<file path="src/rtl/rx_frame_sync_if.sv">
// rx_frame_sync_if: signal bundle between the RF demodulator / RX controller
// and the frame synchronizer.
//   rfin      raw demodulator data, asynchronous to clk
//   en        receive enable; low forces the receiver idle
//   bit_out   last recovered bit, qualified by bit_stb
//   bit_stb   one-cycle strobe per recovered bit
//   sync_det  one-cycle pulse on sync word match
//   pkt_dout  last complete payload, first received bit in the MSB
//   pkt_rec   one-cycle pulse, pkt_dout newly updated
//   busy      high while a payload is being collected
//   err       one-cycle pulse on loss-of-signal abort
// slave is the synchronizer side, master the side that drives rfin/en.
interface rx_frame_sync_if #(
   parameter int PACKET_SIZE = 64
);
   logic                   rfin;
   logic                   en;
   logic                   bit_out;
   logic                   bit_stb;
   logic                   sync_det;
   logic [PACKET_SIZE-1:0] pkt_dout;
   logic                   pkt_rec;
   logic                   busy;
   logic                   err;

   modport master (
      output rfin, en,
      input  bit_out, bit_stb, sync_det, pkt_dout, pkt_rec, busy, err
   );

   modport slave (
      input  rfin, en,
      output bit_out, bit_stb, sync_det, pkt_dout, pkt_rec, busy, err
   );
endinterface

</file>
<file path="src/rtl/rx_frame_sync.sv">
// rx_frame_sync: synchronizes and oversamples the raw rfin line, recovers NRZ
// bits with edge-based phase alignment, hunts for SYNC_WORD and then collects
// one PACKET_SIZE-bit payload, delivered with a one-cycle pkt_rec pulse.
//   clk    system clock, rising edge
//   rst_n  asynchronous active-low reset
//   bus    rx_frame_sync_if.slave (rfin/en in, recovered bits/packet out)
// All outputs are registered.
module rx_frame_sync #(
   parameter int                  OSR         = 8,
   parameter int                  SYNC_LEN    = 16,
   parameter logic [SYNC_LEN-1:0] SYNC_WORD   = 16'hD391,
   parameter int                  PACKET_SIZE = 64,
   parameter int                  LOSS_BITS   = 16
) (
   input  logic           clk,
   input  logic           rst_n,
   rx_frame_sync_if.slave bus
);
   localparam int PH_W     = $clog2(OSR);
   localparam int CNT_W    = $clog2(PACKET_SIZE + 1);
   localparam int LOSS_LIM = LOSS_BITS * OSR;
   localparam int LC_W     = $clog2(LOSS_LIM + 1);

   typedef enum logic [1:0] {IDLE = 2'd0, HUNT = 2'd1, RECEIVE = 2'd2} state_t;
   state_t state, state_nx;

   logic                   s1, s2, s3;
   logic [PH_W-1:0]        ph;
   logic [SYNC_LEN-1:0]    sync_sr;
   logic [PACKET_SIZE-1:0] pay_sr;
   logic [CNT_W-1:0]       bcnt;
   logic [LC_W-1:0]        lc;

   logic                   edge_det, sample, sync_hit, last_bit, loss_trip;
   logic                   sync_nx, rec_nx, err_nx, busy_nx;
   logic [SYNC_LEN-1:0]    sync_shift;
   logic [PACKET_SIZE-1:0] pay_shift;

   logic                   bit_out_q, bit_stb_q, sync_det_q, pkt_rec_q, busy_q, err_q;
   logic [PACKET_SIZE-1:0] pkt_dout_q;

   assign edge_det   = s2 ^ s3;
   // An edge wins over a coinciding sample phase.
   assign sample     = (state != IDLE) && !edge_det && (ph == PH_W'(OSR / 2));
   assign sync_shift = {sync_sr[SYNC_LEN-2:0], s2};
   assign pay_shift  = {pay_sr[PACKET_SIZE-2:0], s2};
   assign sync_hit   = (state == HUNT) && sample && (sync_shift == SYNC_WORD);
   assign last_bit   = (state == RECEIVE) && sample && (bcnt == CNT_W'(PACKET_SIZE - 1));
   // lc counts clocks since the last edge; trip when the next count reaches the limit.
   assign loss_trip  = (state == RECEIVE) && !edge_det && (lc == LC_W'(LOSS_LIM - 1));

   // state register
   always_ff @(posedge clk or negedge rst_n) begin
      if (!rst_n) state <= IDLE;
      else        state <= state_nx;
   end

   // next state
   always_comb begin
      state_nx = state;
      if (!bus.en) begin
         state_nx = IDLE;
      end else begin
         case (state)
            IDLE:    state_nx = HUNT;
            HUNT:    if (sync_hit) state_nx = RECEIVE;
            RECEIVE: if (last_bit || loss_trip) state_nx = HUNT;
            default: state_nx = IDLE;
         endcase
      end
   end

   // output decode; a completed packet takes precedence over a same-cycle loss trip
   always_comb begin
      sync_nx = bus.en && sync_hit;
      rec_nx  = bus.en && last_bit;
      err_nx  = bus.en && loss_trip && !last_bit;
      // covers the entry cycle and the exit cycle of RECEIVE
      busy_nx = (state == RECEIVE) || (state_nx == RECEIVE);
   end

   always_ff @(posedge clk or negedge rst_n) begin
      if (!rst_n) begin
         s1         <= 1'b0;
         s2         <= 1'b0;
         s3         <= 1'b0;
         ph         <= '0;
         sync_sr    <= '0;
         pay_sr     <= '0;
         bcnt       <= '0;
         lc         <= '0;
         bit_out_q  <= 1'b0;
         bit_stb_q  <= 1'b0;
         sync_det_q <= 1'b0;
         pkt_rec_q  <= 1'b0;
         busy_q     <= 1'b0;
         err_q      <= 1'b0;
         pkt_dout_q <= '0;
      end else begin
         s1 <= bus.rfin;
         s2 <= s1;
         s3 <= s2;

         // The edge cycle itself counts as phase 0, so the first sample lands
         // OSR/2 clocks after the edge is detected.
         if (state == IDLE)              ph <= '0;
         else if (edge_det)              ph <= PH_W'(1);
         else if (ph == PH_W'(OSR - 1))  ph <= '0;
         else                            ph <= ph + PH_W'(1);

         // Sync history only lives in HUNT, so payload bits are never searched.
         if (state != HUNT)  sync_sr <= '0;
         else if (sample)    sync_sr <= sync_hit ? '0 : sync_shift;

         if (state != RECEIVE) begin
            bcnt <= '0;
            lc   <= '0;
         end else begin
            if (sample) begin
               bcnt   <= bcnt + CNT_W'(1);
               pay_sr <= pay_shift;
            end
            lc <= edge_det ? LC_W'(1) : lc + LC_W'(1);
         end

         bit_stb_q  <= sample;
         if (sample) bit_out_q <= s2;
         sync_det_q <= sync_nx;
         pkt_rec_q  <= rec_nx;
         err_q      <= err_nx;
         busy_q     <= busy_nx;
         if (rec_nx) pkt_dout_q <= pay_shift;
      end
   end

   assign bus.bit_out  = bit_out_q;
   assign bus.bit_stb  = bit_stb_q;
   assign bus.sync_det = sync_det_q;
   assign bus.pkt_rec  = pkt_rec_q;
   assign bus.busy     = busy_q;
   assign bus.err      = err_q;
   assign bus.pkt_dout = pkt_dout_q;
endmodule

</file>
<file path="src/flat_wrapper.sv">
// flat-port wrapper written by rule: the top's interface ports become plain ports
module rx_frame_sync_flat 
#(
   parameter int                  OSR         = 8,
   parameter int                  SYNC_LEN    = 16,
   parameter logic [SYNC_LEN-1:0] SYNC_WORD   = 16'hD391,
   parameter int                  PACKET_SIZE = 64,
   parameter int                  LOSS_BITS   = 16
)
  (clk, rst_n, bus_rfin, bus_en, bus_bit_out, bus_bit_stb, bus_sync_det, bus_pkt_dout, bus_pkt_rec, bus_busy, bus_err);
  rx_frame_sync_if #(.PACKET_SIZE(PACKET_SIZE)) bus_i ();
  input  logic clk;
  input  logic rst_n;
  input wire logic [$bits(bus_i.rfin)-1:0] bus_rfin;
  input wire logic [$bits(bus_i.en)-1:0] bus_en;
  output wire logic [$bits(bus_i.bit_out)-1:0] bus_bit_out;
  output wire logic [$bits(bus_i.bit_stb)-1:0] bus_bit_stb;
  output wire logic [$bits(bus_i.sync_det)-1:0] bus_sync_det;
  output wire logic [$bits(bus_i.pkt_dout)-1:0] bus_pkt_dout;
  output wire logic [$bits(bus_i.pkt_rec)-1:0] bus_pkt_rec;
  output wire logic [$bits(bus_i.busy)-1:0] bus_busy;
  output wire logic [$bits(bus_i.err)-1:0] bus_err;
  assign bus_i.rfin = bus_rfin;
  assign bus_i.en = bus_en;
  assign bus_bit_out = bus_i.bit_out;
  assign bus_bit_stb = bus_i.bit_stb;
  assign bus_sync_det = bus_i.sync_det;
  assign bus_pkt_dout = bus_i.pkt_dout;
  assign bus_pkt_rec = bus_i.pkt_rec;
  assign bus_busy = bus_i.busy;
  assign bus_err = bus_i.err;
  rx_frame_sync #(.OSR(OSR), .SYNC_LEN(SYNC_LEN), .SYNC_WORD(SYNC_WORD), .PACKET_SIZE(PACKET_SIZE), .LOSS_BITS(LOSS_BITS)) u_core (.clk(clk), .rst_n(rst_n), .bus(bus_i));
endmodule
</file>
<file path="config.mk">
export PLATFORM = sky130hd
export DESIGN_NAME = rx_frame_sync_flat
export DESIGN_NICKNAME = d
export VERILOG_FILES = /design/src/rtl/rx_frame_sync_if.sv /design/src/rtl/rx_frame_sync.sv /design/src/flat_wrapper.sv
export SDC_FILE = /design/constraint.sdc
export NUM_CORES = 1
export LEC_CHECK = 0
export ABC_AREA = 1
export CORE_ASPECT_RATIO = 0.7
export CORE_MARGIN = 10
export CORE_UTILIZATION = 60
export CTS_CLUSTER_SIZE = 30
export DETAILED_ROUTE_END_ITERATION = 10
export DONT_BUFFER_PORTS = 1
export PLACE_DENSITY = 0.84
export SYNTH_ARGS = -nofsm -noshare
export SYNTH_HDL_FRONTEND = slang
export SYNTH_SLANG_ARGS = --single-unit
</file>
<file path="constraint.sdc">
create_clock -name clk -period 2 [get_ports clk]
set_clock_uncertainty 0.2 [all_clocks]
set_input_delay 0.4 -clock clk [delete_from_list [all_inputs] [get_ports clk]]
set_output_delay 0.4 -clock clk [all_outputs]
set_load 0.005 [all_outputs]
</file>
==> results.cfg, run 1 <==
[status]
outcome = complete, but fails checks
violations = hold timing

[critical_path]
cp.required_ps = 2130
path_max_fanout = 47
arrival_ps = 2040
critPathMaxStageDelay_ps = 430
worstSetupPathType = reg -> reg
reg2reg_to = u_core.pay_sr[40]
r2r_setup_slack_ps = 90
slowest_stage = dfrtp_1
crit_path_cell_trace = inv_2 > nand2_1 > nand2_2 > nand2_4 > nor2_8 > buf_16 > buf_16 > nand2_1 > o21ai_0
start_kind = register
rr_worst_depth = 9
rr_startpoint = u_core.s2
end_kind = register

[synthesis]
synth_commonest_cells = nand2_1, dfrtp_1, o21ai_0, inv_1, nor2_1
syn_area_mm2 = 0.00667
yosys.area.top_type = dfrtp_1
synthArstFlopShare = 1.00
ys_seq_elements = 171
synth_area_leaders = dfrtp_1, nand2_1, o21ai_0
synth-warning-count = 0
syn_nets = 714
yosysSeqAreaShare = 0.642
yosysMostFrequentCell = nand2_1
synthCells = 705
synthFlopType = dfrtp_1
synth_edf_count = 0
synth_top_area_frac = 0.642
syn_avg_cell_area_um2 = 9.46
synth.distinct_cells = 25

[sta]
worst_slack_ps = 89.7
max_freq_mhz = 523
setup_viol = 0
finalCriticalPeriod_ps = 1910
hold_ws_ps = -525
relSlewSlack = 0.710
finalSetupTns_ps = 0
rsz0062_at_grt = yes
min_period_over_period = 0.955
worst_pin_slew_ps = 436
hold_viol_final = 171
finalMaxSlewViolations = 0

[finish]
postLayoutCellArea_mm2 = 0.00753
layout-drive-gt1-share = 0.0845
syn_to_final_growth_pct = 12.9
final_nets = 718
antennaDiodeCount = 0

[route]
wl_per_cell_um = 15.2
initialDrtViolationCount = 388
vias_per_cell = 5.14
dr.pass1.iters = 7
ant_nets = 0
drc = 0
vias = 4495
wirelength_um = 13300

[global_routing]
grt_start_max_net_pins = 172
grt_util_all_layers = 0.170
antenna_found_initial = 0
overflow = 0
grt_pass1_vias = 4390
grt_pass1_wl_um = 21700

[clock_tree]
htree_levels = 4
cts_made_buffers = 17
cts_buffer_depth = 2
clk_pin_slew_ps = 60
cts_tree = built
cts_sinks = 171
clock_latency_ps = 420
cts_root_buffer = clkbuf_16
cts_hold_buf = 2
cts_setup_buffers = 0

[floorplanning]
initial_core_util = 0.610
ios = 74
floorplan.die_area_mm2 = 0.0158
core_mm2 = 0.0109
rows = 32
fp.dieH_um = 108
die_w_um = 146

[power_and_ir_drop]
swShare = 0.200
intPower_mw = 5.38
netSwitchingPower_mw = 1.34
p_clk_frac = 0.477
p_total_mw = 6.72
leakage_nw = 3.43
combPwrFrac = 0.006
peakVddDrop_uv = 734
power_frac_seq = 0.517
power_density_mw_per_mm2 = 892

[placed_design]
dpl_worst_slack_ps = -27.3
gp_congestion = 0.784
port_buffers = 0
dp_hpwl_um = 8380
post_dp_cell_area_mm2 = 0.00684

[job]
drv_cap = 0

[min_path]
hold_class = in -> async
## power by group through the flow
stage / clock (mW) / combinational (mW) / sequential, mW
final: 3.20 / 0.0428 / 3.47
after global placement: 0 / 0.0343 / 3.54
after detailed placement: 0 / 0.0357 / 3.54
after global routing: 3.43 / 0.0488 / 3.47
after floorplan: 0 / 0.0267 / 3.54
after CTS: 3.27 / 0.0402 / 3.47
## layout make-up
type / count / area (um^2)
clock buffers: 21 / 460
fillers: 810 / 3400
clock inverters: 11 / 119
inverters: 101 / 379
multi-input cells: 403 / 1900
repair buffers: 15 / 209
well taps: 153 / 191
flip-flops and latches: 171 / 4280
## kinds of logic after synthesis
kind of cell | Yosys count | share of synthesized area
fa+ha+maj | 5 | 0.00938
buf+inv | 131 | 0.0795
compound gates | 161 | 0.123
simple gates | 235 | 0.144
xor+xnor | 2 | 0.00263
flops | 171 | 0.642
## per-layer routing
layer,global-route usage,up-vias,share of wire
li1,-,2210,-
met1,0.206,2197,0.44
met2,0.277,75,0.48
met3,0.0672,13,0.066
met4,0.0556,0,0.011
met5,0,-,0
## cell usage in the layout, fill, tap and decap left out, types with 5 or more instances in the layout
master / synthesis / layout
clkbuf_16: 0 / 19
o21ai_1: 15 / 16
o21ai_0: 132 / 129
nand2_1: 185 / 185
o21ai_2: 4 / 6
nor2_1: 25 / 24
dfrtp_1: 171 / 171
ha_1: 5 / 5
a21oi_1: 9 / 9
nand3_1: 15 / 14
buf_4: 0 / 7
inv_1: 99 / 97
## sequential cells by signal, indices dropped and copies added (netlist names)
| signal | cells |
|---|---|
| u_core.s2 | 1 |
| u_core.bus.bit_stb | 1 |
| u_core.lc | 8 |
| u_core.bus.pkt_rec | 1 |
| u_core.bus.err | 1 |
| u_core.sync_sr | 15 |
| u_core.bus.sync_det | 1 |
| u_core.bcnt | 7 |
| u_core.pay_sr | 63 |
| u_core.s3 | 1 |
| u_core.bus.bit_out | 1 |
| u_core.state | 2 |
| u_core.ph | 3 |
| u_core.bus.pkt_dout | 64 |
| u_core.bus.busy | 1 |
| u_core.s1 | 1 |
## metrics by stage
stage	utilization	std cells	hold slack (ps)
floorplan	-	705	-95.6
global placement	0.626	839	-86.5
detailed placement	0.626	839	-89.0
CTS	0.681	873	-539
global route	0.689	875	-546
finish	0.689	875	-525
## worst max-delay path: cells and delay by family (launching register included)
family,cells,cell delay (ps)
AND/OR/NAND/NOR,5,580
buffers and inverters,3,460
flip-flops,1,430
AO/OA/AOI/OAI,1,110
## worst max path at each step
| stage | start | to | cells past startpoint |
|---|---|---|---|
| after global placement | u_core.ph[0] | u_core.sync_sr[3] | 8 |
| after detailed placement | u_core.ph[0] | u_core.sync_sr[0] | 8 |
| after floorplan | u_core.ph[0] | u_core.sync_sr[11] | 11 |
| final | u_core.s2 | u_core.pay_sr[40] | 9 |
| after global routing | u_core.s2 | u_core.bus.pkt_dout[6] | 9 |
| after CTS | u_core.bcnt[0] | u_core.bus.pkt_dout[5] | 6 |
## what timing repair did
item                       4_1_cts  5_1_grt
setup endpoints to repair       11       80
gates cloned                     0        2
hold endpoints to repair       177      171
pin swaps                        0        1
resized for setup                2       12
No activity file was read; power rests on OpenSTA's default activity.
==> run 2: changes to the inputs <==
GPL_ROUTABILITY_DRIVEN = 0   (was not set)
SLEW_MARGIN = 20   (was not set)
==> results of run 2 <==
No change in the layout: final DEF, timing and power equal those of run 1.
